[src/rtl/light_bar_arbiter_if.sv]
// Pattern-source request/pattern bus and registered light-bar drive for light_bar_arbiter.
// Sources drive req/srcGreen/srcRed; the arbiter drives grant/lights/busy.
interface light_bar_arbiter_if;
    logic [3:0]  req;
    logic [31:0] srcGreen;
    logic [31:0] srcRed;
    logic [3:0]  grant;
    logic [0:7]  greenLight;
    logic [0:7]  redLight;
    logic        busy;

    modport master (
        output req,
        output srcGreen,
        output srcRed,
        input  grant,
        input  greenLight,
        input  redLight,
        input  busy
    );

    modport slave (
        input  req,
        input  srcGreen,
        input  srcRed,
        output grant,
        output greenLight,
        output redLight,
        output busy
    );
endinterface

[src/rtl/light_bar_arbiter.sv]
// Round-robin owner arbiter for a 4-source red/green light bar with a minimum dwell; LIGHTBAR_BLANK_EN adds a blank gap between owners.
// Latency: grant one edge after the deciding cycle; lights follow the registered grant one edge later.
// Backpressure: none; an owner keeps the bar until it drops req or its dwell expires while others wait.
module light_bar_arbiter #(
    parameter int unsigned TICK_DIV    = 12500000,
    parameter int unsigned DWELL_TICKS = 4
) (
    input  logic               clock,
    input  logic               reset,
    light_bar_arbiter_if.slave bus
);

    localparam logic [30:0] PRESC_LAST = 31'(TICK_DIV - 1);
    localparam logic [7:0]  DWELL_MAX  = 8'(DWELL_TICKS);

`ifdef LIGHTBAR_BLANK_EN
    typedef enum logic [1:0] {
        ST_IDLE  = 2'd0,
        ST_OWN   = 2'd1,
        ST_BLANK = 2'd2
    } state_t;
`else
    typedef enum logic [1:0] {
        ST_IDLE = 2'd0,
        ST_OWN  = 2'd1
    } state_t;
`endif

    state_t      state_q, state_d;
    logic [30:0] presc_q, presc_d;
    logic [7:0]  dwell_q, dwell_d;
    logic [1:0]  last_q,  last_d;
    logic [3:0]  grant_q, grant_d;
    logic [7:0]  green_q, green_d;
    logic [7:0]  red_q,   red_d;
    logic        busy_q,  busy_d;

    logic        tick;
    logic [3:0]  pick_all;
    logic [3:0]  pick_other;
    logic        owner_holds;
    logic        dwell_full;

    // First set bit searching upward from last+1; the last owner itself has lowest priority.
    function automatic logic [3:0] rr_pick(input logic [3:0] r, input logic [1:0] last);
        logic [3:0] g;
        logic [1:0] idx;
        g = 4'b0000;
        for (int k = 4; k >= 1; k--) begin
            idx = last + 2'(k);
            if (r[idx]) begin
                g = 4'b0001 << idx;
            end
        end
        return g;
    endfunction

    function automatic logic [1:0] onehot_idx(input logic [3:0] g);
        logic [1:0] idx;
        idx = 2'd0;
        for (int k = 0; k < 4; k++) begin
            if (g[k]) begin
                idx = 2'(k);
            end
        end
        return idx;
    endfunction

    function automatic logic [7:0] slice_of(input logic [31:0] src, input logic [3:0] g);
        logic [7:0] s;
        case (g)
            4'b0001: s = src[7:0];
            4'b0010: s = src[15:8];
            4'b0100: s = src[23:16];
            4'b1000: s = src[31:24];
            default: s = 8'h00;
        endcase
        return s;
    endfunction

    assign tick        = (presc_q == PRESC_LAST);
    assign pick_all    = rr_pick(bus.req, last_q);
    assign pick_other  = rr_pick(bus.req & ~grant_q, last_q);
    assign owner_holds = |(bus.req & grant_q);
    assign dwell_full  = (dwell_q == DWELL_MAX);

    always_comb begin
        state_d = state_q;
        grant_d = grant_q;
        dwell_d = dwell_q;
        last_d  = last_q;
        presc_d = tick ? 31'd0 : presc_q + 31'd1;

        case (state_q)
            ST_IDLE: begin
                grant_d = 4'b0000;
                if (|bus.req) begin
                    state_d = ST_OWN;
                    grant_d = pick_all;
                    dwell_d = 8'd0;
                    last_d  = onehot_idx(pick_all);
                end
            end

            ST_OWN: begin
                if (!owner_holds && pick_other == 4'b0000) begin
                    state_d = ST_IDLE;
                    grant_d = 4'b0000;
                    dwell_d = 8'd0;
                end else if (!owner_holds || (dwell_full && pick_other != 4'b0000)) begin
                    // Handover beats a coincident tick: new owner's dwell starts from zero.
                    dwell_d = 8'd0;
`ifdef LIGHTBAR_BLANK_EN
                    state_d = ST_BLANK;
                    grant_d = 4'b0000;
`else
                    grant_d = pick_other;
                    last_d  = onehot_idx(pick_other);
`endif
                end else if (tick && !dwell_full) begin
                    dwell_d = dwell_q + 8'd1;
                end
            end

`ifdef LIGHTBAR_BLANK_EN
            ST_BLANK: begin
                grant_d = 4'b0000;
                if (tick) begin
                    if (|bus.req) begin
                        state_d = ST_OWN;
                        grant_d = pick_all;
                        dwell_d = 8'd0;
                        last_d  = onehot_idx(pick_all);
                    end else begin
                        state_d = ST_IDLE;
                    end
                end
            end
`endif

            default: begin
                state_d = ST_IDLE;
                grant_d = 4'b0000;
                dwell_d = 8'd0;
            end
        endcase

        // Lights come from the registered grant but blank together with it.
        if (grant_d == 4'b0000) begin
            green_d = 8'h00;
            red_d   = 8'h00;
        end else begin
            green_d = slice_of(bus.srcGreen, grant_q);
            red_d   = slice_of(bus.srcRed,   grant_q);
        end
        busy_d = |grant_d;
    end

    always_ff @(posedge clock) begin
        if (reset) begin
            state_q <= ST_IDLE;
            presc_q <= 31'd0;
            dwell_q <= 8'd0;
            last_q  <= 2'd3;
            grant_q <= 4'b0000;
            green_q <= 8'h00;
            red_q   <= 8'h00;
            busy_q  <= 1'b0;
        end else begin
            state_q <= state_d;
            presc_q <= presc_d;
            dwell_q <= dwell_d;
            last_q  <= last_d;
            grant_q <= grant_d;
            green_q <= green_d;
            red_q   <= red_d;
            busy_q  <= busy_d;
        end
    end

    assign bus.grant      = grant_q;
    assign bus.greenLight = green_q;
    assign bus.redLight   = red_q;
    assign bus.busy       = busy_q;

endmodule
[src/flat_wrapper.sv]
// flat-port wrapper written by rule: the top's interface ports become plain ports
module light_bar_arbiter_flat 
#(
    parameter int unsigned TICK_DIV    = 12500000,
    parameter int unsigned DWELL_TICKS = 4
)
  (clock, reset, bus_req, bus_srcGreen, bus_srcRed, bus_grant, bus_greenLight, bus_redLight, bus_busy);
  light_bar_arbiter_if bus_i ();
  input  logic clock;
  input  logic reset;
  input wire logic [$bits(bus_i.req)-1:0] bus_req;
  input wire logic [$bits(bus_i.srcGreen)-1:0] bus_srcGreen;
  input wire logic [$bits(bus_i.srcRed)-1:0] bus_srcRed;
  output wire logic [$bits(bus_i.grant)-1:0] bus_grant;
  output wire logic [$bits(bus_i.greenLight)-1:0] bus_greenLight;
  output wire logic [$bits(bus_i.redLight)-1:0] bus_redLight;
  output wire logic [$bits(bus_i.busy)-1:0] bus_busy;
  assign bus_i.req = bus_req;
  assign bus_i.srcGreen = bus_srcGreen;
  assign bus_i.srcRed = bus_srcRed;
  assign bus_grant = bus_i.grant;
  assign bus_greenLight = bus_i.greenLight;
  assign bus_redLight = bus_i.redLight;
  assign bus_busy = bus_i.busy;
  light_bar_arbiter #(.TICK_DIV(TICK_DIV), .DWELL_TICKS(DWELL_TICKS)) u_core (.clock(clock), .reset(reset), .bus(bus_i));
endmodule
[config.mk]
export PLATFORM = sky130hd
export DESIGN_NAME = light_bar_arbiter_flat
export DESIGN_NICKNAME = d
export VERILOG_FILES = /design/src/rtl/light_bar_arbiter_if.sv /design/src/rtl/light_bar_arbiter.sv /design/src/flat_wrapper.sv
export SDC_FILE = /design/constraint.sdc
export NUM_CORES = 1
export LEC_CHECK = 0
export CAP_MARGIN = 20
export CORE_ASPECT_RATIO = 0.9
export CORE_MARGIN = 4
export CORE_UTILIZATION = 50
export CTS_CLUSTER_SIZE = 14
export DETAILED_ROUTE_END_ITERATION = 10
export PLACE_DENSITY = 0.81
export SYNTH_ARGS = -nofsm -noshare
export SYNTH_HDL_FRONTEND = slang
export SYNTH_SLANG_ARGS = --single-unit
[constraint.sdc]
create_clock -name clock -period 4.9 [get_ports clock]
set_clock_uncertainty 0.15 [all_clocks]
set_input_delay 0.49 -clock clock [delete_from_list [all_inputs] [get_ports clock]]
set_output_delay 0.49 -clock clock [all_outputs]
set_load 0.01 [all_outputs]
### Word level (Yosys, flattened, before mapping)

Cells that the tools add are included.

| word-level totals | value |
|---|---|
| register bits after elaboration | 64 |
| bits in latches | 0 |
| RAM bits | 0 |
| bits in read-only memories | 0 |
| bits of input ports | 70 |
| output and inout bits | 21 |
| memories | 0 |

| operators by class | value |
|---|---|
| add/sub/neg operators | 5 |
| multipliers | 0 |
| divide/modulo/power cells | 0 |
| magnitude comparators | 4 |
| equal/unequal tests | 12 |
| shift operators | 4 |
| mux-type cells | 48 |
| bitwise logic cells | 3 |
| reduce and logical (&&, ||, !) cells | 19 |

Operators with widths:

| operator | count |
|---|---|
| one-hot mux 8 bit (4 select lines) | 2 |
| two-way mux 4 bit | 11 |
| two-way mux 8 bit | 4 |
| adder 31 x 1 -> 31 bit (second input constant) | 1 |
| equality test 31 x 24 -> 1 bit (second input constant) | 1 |
| two-way mux 2 bit | 9 |
| binary-select mux 1 bit (select 2 bit) | 8 |
| one-hot mux 8 bit (2 select lines) | 1 |
| left shift 1 x 2 -> 4 bit (first input constant) | 4 |
| < comparator 2 x 3 -> 1 bit (second input constant) | 4 |
| OR reduction 4 bit | 3 |
| two-way mux 1 bit | 10 |
| adder 8 x 1 -> 8 bit (second input constant) | 1 |
| AND 4 bit | 2 |
| equality test 8 x 3 -> 1 bit (second input constant) | 1 |
| logical NOT 4 bit | 2 |
| one-hot mux 2 bit (2 select lines) | 2 |
| one-hot mux 4 bit (2 select lines) | 1 |
| != test 2 x 1 -> 1 bit (second input constant) | 3 |
| adder 2 bit (second input constant) | 2 |
| equality test 4 x 1 -> 1 bit (second input constant) | 1 |
| equality test 4 x 2 -> 1 bit (second input constant) | 1 |
| equality test 4 x 3 -> 1 bit (second input constant) | 1 |
| equality test 4 bit (second input constant) | 1 |
| other kinds (14) | 19 |

### Logic depth before layout (Yosys ltp)

| depth | value |
|---|---|
| word-level depth | 16 |
| gate-level depth with buffers | 13 |
| gate-level depth less buffers | 10 |

### Worst setup path before layout

OpenSTA, ideal clock, no wires.

| timing | value |
|---|---|
| kind | reg2reg |
| from | register u_core.last_q[0] |
| to | register u_core.green_q[2] (netlist: u_core.bus.greenLight[5]) |
| setup time | 0.122 ns |
| arrival | 3.534 ns |
| required time | 4.628 ns |
| setup slack | 1.094 ns |
| cell stages (with the launch flop) | 12 |
| path buffers | 2 |
| cell sequence | dfxtp_1 buf_6 inv_1 ha_1 mux4_2 nand2b_1 o221a_2 o31a_1 a311o_1 o41ai_4 buf_6 a21oi_2 |

| on the way | value |
|---|---|
| cells in the longest elaborated chain, start to end | 14 |
| elaborated cells on any way between the ends | 42 |
| classes of those cells | add/sub (3); shift (4); mux (28); reduce/logical (7) |

Ends and longest elaborated chain:

| element | RTL line | source |
|---|---|---|
| start, declared | light_bar_arbiter.sv:32 | `logic [1:0] last_q, last_d;` |
| start signal, assigned | light_bar_arbiter.sv:173 | `last_q <= last_d;` |
| adder 2 bit / binary-select mux 1 bit (select 2 bit) (equally long branches) | light_bar_arbiter.sv:50, light_bar_arbiter.sv:51 |  |
| binary-select mux 1 bit (select 2 bit) / two-way mux 1 bit (equally long branches) | light_bar_arbiter.sv:51 | `if (r[idx]) begin` |
| two-way mux 1 bit (implied by the code) / two-way mux 4 bit (equally long branches) | light_bar_arbiter.sv:51 |  |
| two-way mux 4 bit (3 in series) | light_bar_arbiter.sv:51 |  |
| nonzero test 4 bit | light_bar_arbiter.sv:110 | `end else if (!owner_holds \|\| (dwell_full && pick_other != 4'b0000)) begin` |
| logical AND 1 bit | light_bar_arbiter.sv:110 |  |
| logical OR 1 bit | light_bar_arbiter.sv:110 |  |
| two-way mux 4 bit | light_bar_arbiter.sv:110 |  |
| two-way mux 4 bit | light_bar_arbiter.sv:106 | `if (!owner_holds && pick_other == 4'b0000) begin` |
| one-hot mux 4 bit (2 select lines) (*) | light_bar_arbiter.sv:94 | `case (state_q)` |
| logical NOT 4 bit (*) | light_bar_arbiter.sv:149 | `if (grant_d == 4'b0000) begin` |
| OR reduction 2 bit (no line) (*) | -- |  |
| end signal, assigned | light_bar_arbiter.sv:175 | `green_q <= green_d;` |
| end, declared | light_bar_arbiter.sv:34 | `logic [7:0] green_q, green_d;` |

Mark *: on every way between the ends. The rest lies on a longest branch, timed or not. The select of a mux whose other input is x is not followed.
A chain may end at the register's enable or synchronous reset.

### Final worst setup path

| timing | value |
|---|---|
| from | register u_core.last_q[0] |
| to | register u_core.green_q[7] (netlist: u_core.bus.greenLight[0]) |

The elaborated chain is that of the path after synthesis.

==> key figures <==
Clocking
  – Cell chosen for the clock root: clkbuf_8
  – Hold buffers post-CTS: 0
  – Clock-pin slew on the worst setup and hold paths: around 0.07 ns
  – Buffers inserted by post-CTS timing repair: 0
  – Clk buf depth: 2
  – Clock network latency to the later pin of the worst-skew pair: about 0.35 ns
  – Sink Count: between 60 and 70
  – Number of buffers created by CTS: 9
  – TritonCTS clock tree: yes
  – Number of instances resized during post-cts repair: 0
  – CTS H-Tree Depth: 3

Global routing
  – Number of antenna violations at the first check in global routing: 0
  – Vias in the first global route: roughly 3500
  – Largest net degree at the start of global routing: 32
  – GR Overflow Total: 0
  – Global-route wire length before repair: between 15000 and 20000 µm
  – Total global-route track usage: 0.222

Detailed routing
  – Pre-antenna DRT Iters: 5
  – Routed via count: ~3700
  – Remaining antenna violation count: 0
  – Total detailed-routing wirelength: about 9900 µm
  – Initial drt markers: between 150 and 200
  – Post-DR wirelength/cell: 16.1 µm
  – Average vias per placed instance: 5.98
  – DRC errors left: 0

Power
  – Switching share of power: 0.412
  – Leak Pwr: 1.72 nW
  – Psw: between 1 and 1.5 mW
  – Total power draw: ~2.6 mW
  – Clock share of power: 0.198
  – Power per Cell Area: ~520 mW/mm²
  – Sequential cell fraction of total power: 0.274
  – Logic pwr share: 0.528
  – Peak supply drop: approximately 0.00026 V
  – Cell-internal power: 1.52 mW

STA
  – Final Worst Setup Slack: ~0.52 ns
  – Slew @ Worst Pin: around 0.75 ns
  – Sum of negative setup slack: 0 ns
  – Slew Viols, Final: 0
  – Min Tclk post-route: approximately 4.4 ns
  – Share of the cycle needed by the critical path after routing: 0.894
  – Count of final hold-check violations: 0
  – Highest clock rate: 228 MHz
  – RSZ-0062 raised after global routing: no
  – Hold slack: ~0.31 ns
  – Max_slew headroom: 0.502
  – Final setup violation count: 0

Finish
  – Number of nets in the final layout: 597
  – Proportion of layout cells with a drive suffix above 1: 0.107
  – Final standard cell area without fillers: between 0.004 and 0.005 mm²
  – Layout overhead on the synthesized area: 31.8%
  – Final-layout fill cell count: roughly 560
  – Diode insertion count for antenna repair: 0

Setup path
  – Startpoint class of the critical path: flop
  – Crit path cell chain: inv_1 -> ha_1 -> or4b_4 -> a41oi_1 -> a311oi_1 -> a211oi_2 -> o41ai_4 -> a311o_1 -> o41ai_4 -> buf_4 -> a21oi_1
  – Sort of element at the end of the critical path: flop
  – Biggest cell delay along the critical path: around 0.81 ns
  – Crit path max-delay cell type: dfxtp_1
  – Highest net fanout along the worst path: 17
  – Top cell by count, worst path: o41ai_4
  – Type of the setup path with the least slack: flop to flop
  – Data required time at the worst endpoint: ~5 ns
  – Arrival time at the worst endpoint: approximately 4.5 ns

Placed design
  – Post-placement setup slack: 0.546 ns
  – Final RePlAce weighted congestion: 0.874
  – Count of input and output buffers: 90
  – Placement Cell Area: 0.00474 mm²
  – Detailed placement HPWL: between 7000 and 8000 µm

Floorplan
  – Width of the die: around 100 µm
  – Count of boundary I/O pins: 91
  – Die footprint: around 0.009 mm²
  – Initial standard-cell utilization of the core: 0.525
  – Std-Cell Core Area: 0.00718 mm²
  – # rows: 29
  – Die height: 90.4 µm

Run status
  – Outcome: complete, no violations

Synthesis
  – Sequential element share of the synthesized area: 0.335
  – Number of enable flip-flop cells after synthesis: 0
  – Post-Syn Instances: 430
  – Flip-flop and latch count after synthesis: 63
  – Count of cell types in the netlist: just over 60
  – Number of warning messages in the yosys log: 0
  – Post-synthesis net count: 511
  – Primary flip-flop cell chosen by synthesis mapping: dfxtp_1
  – Fraction of registers with async set/reset: 0
  – Average cell area after synthesis: ~8.8 µm²
  – Netlist area before placement: approximately 0.0038 mm²

Worst hold path
  – Kind of path behind the tightest hold check: flop to flop

Job
  – Max Cap Violations: 0
[power by group through the flow]
stage	Combinational, mW	Sequential (mW)	Clock (mW)
after global routing	1.48	0.724	0.539
final	1.37	0.710	0.512
after CTS	1.36	0.707	0.520
after floorplan	0.980	0.683	0
after global placement	1.33	0.715	0
after detailed placement	1.35	0.717	0
[stage by stage]
step | util | std cells
final | 0.691 | 614
after global routing | 0.691 | 614
after CTS | 0.691 | 614
after detailed placement | 0.659 | 598
after global placement | 0.659 | 598
after floorplan | - | 430
[cell families (layout without fill, tap and decap cells)]
| family | count (synthesis) | after routing | synth area share |
|---|---|---|---|
| xor+xnor | 27 | 27 | 0.0627 |
| flops | 63 | 63 | 0.335 |
| buf+inv | 37 | 128 | 0.0465 |
| compound gates | 116 | 116 | 0.236 |
| mux | 8 | 8 | 0.0478 |
| fa+ha+maj | 11 | 11 | 0.0365 |
| simple gates | 168 | 168 | 0.236 |
[placed cells by master (no fill, tap or decap), types with 6 or more instances in the layout]
cell,netlist,routed
clkbuf_8,0,10
nor3_1,9,9
or3_1,7,7
xnor2_1,7,7
and3_1,9,9
a21oi_1,24,24
dfxtp_1,63,63
nor2_1,48,48
a22oi_1,36,36
ha_1,11,11
nand4_1,6,6
nand3_1,21,21
inv_1,16,16
a21oi_2,9,9
xor2_1,20,20
mux4_2,8,8
nand2_1,27,27
o21ai_0,7,7
clkdlybuf4s50_1,0,90
[worst max-delay path: cells and delay by family (launching register included)]
| kind | cells | cell delay [ns] |
|---|---|---|
| flip-flops | 1 | 0.81 |
| AO/OA/AOI/OAI | 7 | 1.71 |
| AND/OR/NAND/NOR | 1 | 0.56 |
| adder cells (fa/ha/maj) | 1 | 0.48 |
| buffers and inverters | 2 | 0.55 |
[cell usage after synthesis, types with 5 or more instances]
cell,count,share of area
a21oi_2,9,0.021
o31ai_1,5,0.010
nand2_1,27,0.027
nor3_1,9,0.012
ha_1,11,0.037
nand2b_1,5,0.0083
inv_1,16,0.016
buf_2,5,0.0066
mux4_2,8,0.048
and3_1,9,0.015
xor2_1,20,0.046
xnor2_1,7,0.016
dfxtp_1,63,0.33
clkbuf_1,9,0.0090
nand3_1,21,0.028
o21ai_0,7,0.0093
a22oi_1,36,0.072
nand4_1,6,0.010
or3_1,7,0.012
nor2b_1,5,0.0083
nor2_1,48,0.048
a21oi_1,24,0.032
nor4b_1,8,0.019
[final timing paths]
| path | depth (start not counted) | startpoint | to | slack (ns) |
|---|---|---|---|---|
| worst max-delay path | 11 | u_core.last_q[0]$_SDFFE_PP1P_ | u_core.bus.greenLight[0]$_SDFF_PP0_ | 0.52 |
| worst min-delay path | 1 | u_core.presc_q[0]$_SDFF_PP0_ | u_core.presc_q[0]$_SDFF_PP0_ | 0.31 |
| worst max register to register | 11 | u_core.last_q[0]$_SDFFE_PP1P_ | u_core.bus.greenLight[0]$_SDFF_PP0_ | 0.52 |
| worst min register to register | 1 | u_core.presc_q[0]$_SDFF_PP0_ | u_core.presc_q[0]$_SDFF_PP0_ | 0.31 |
[registers in the layout, summed over array words and instances (netlist names)]
| signal | flops |
|---|---|
| u_core.last_q | 2 |
| u_core.bus.greenLight | 8 |
| u_core.bus.redLight | 8 |
| u_core.dwell_q | 8 |
| u_core.bus.grant | 4 |
| u_core.state_q | 1 |
| u_core.presc_q | 31 |
| u_core.bus.busy | 1 |
[area by class of cell]
cell class	instances	area, µm²	area share
clock buffers	10	138	0.0277
clock inverters	6	92.6	0.0186
inverters	17	63.8	0.0128
multi-input cells	330	2360	0.475
flip-flops and latches	63	1260	0.254
well taps	93	116	0.0234
repair buffers	95	938	0.189
[metal layers]
| metal | routed length (µm) | vias to the layer above | share of wire | GRT usage |
|---|---|---|---|---|
| li1 | - | 1776 | - | - |
| met3 | 830 | 31 | 0.084 | 0.0656 |
| met4 | 301 | 0 | 0.030 | 0.105 |
| met2 | 4740 | 150 | 0.48 | 0.356 |
| met5 | 0 | - | 0 | 0 |
| met1 | 4020 | 1714 | 0.41 | 0.273 |
No activity file was read; power rests on OpenSTA's default activity.
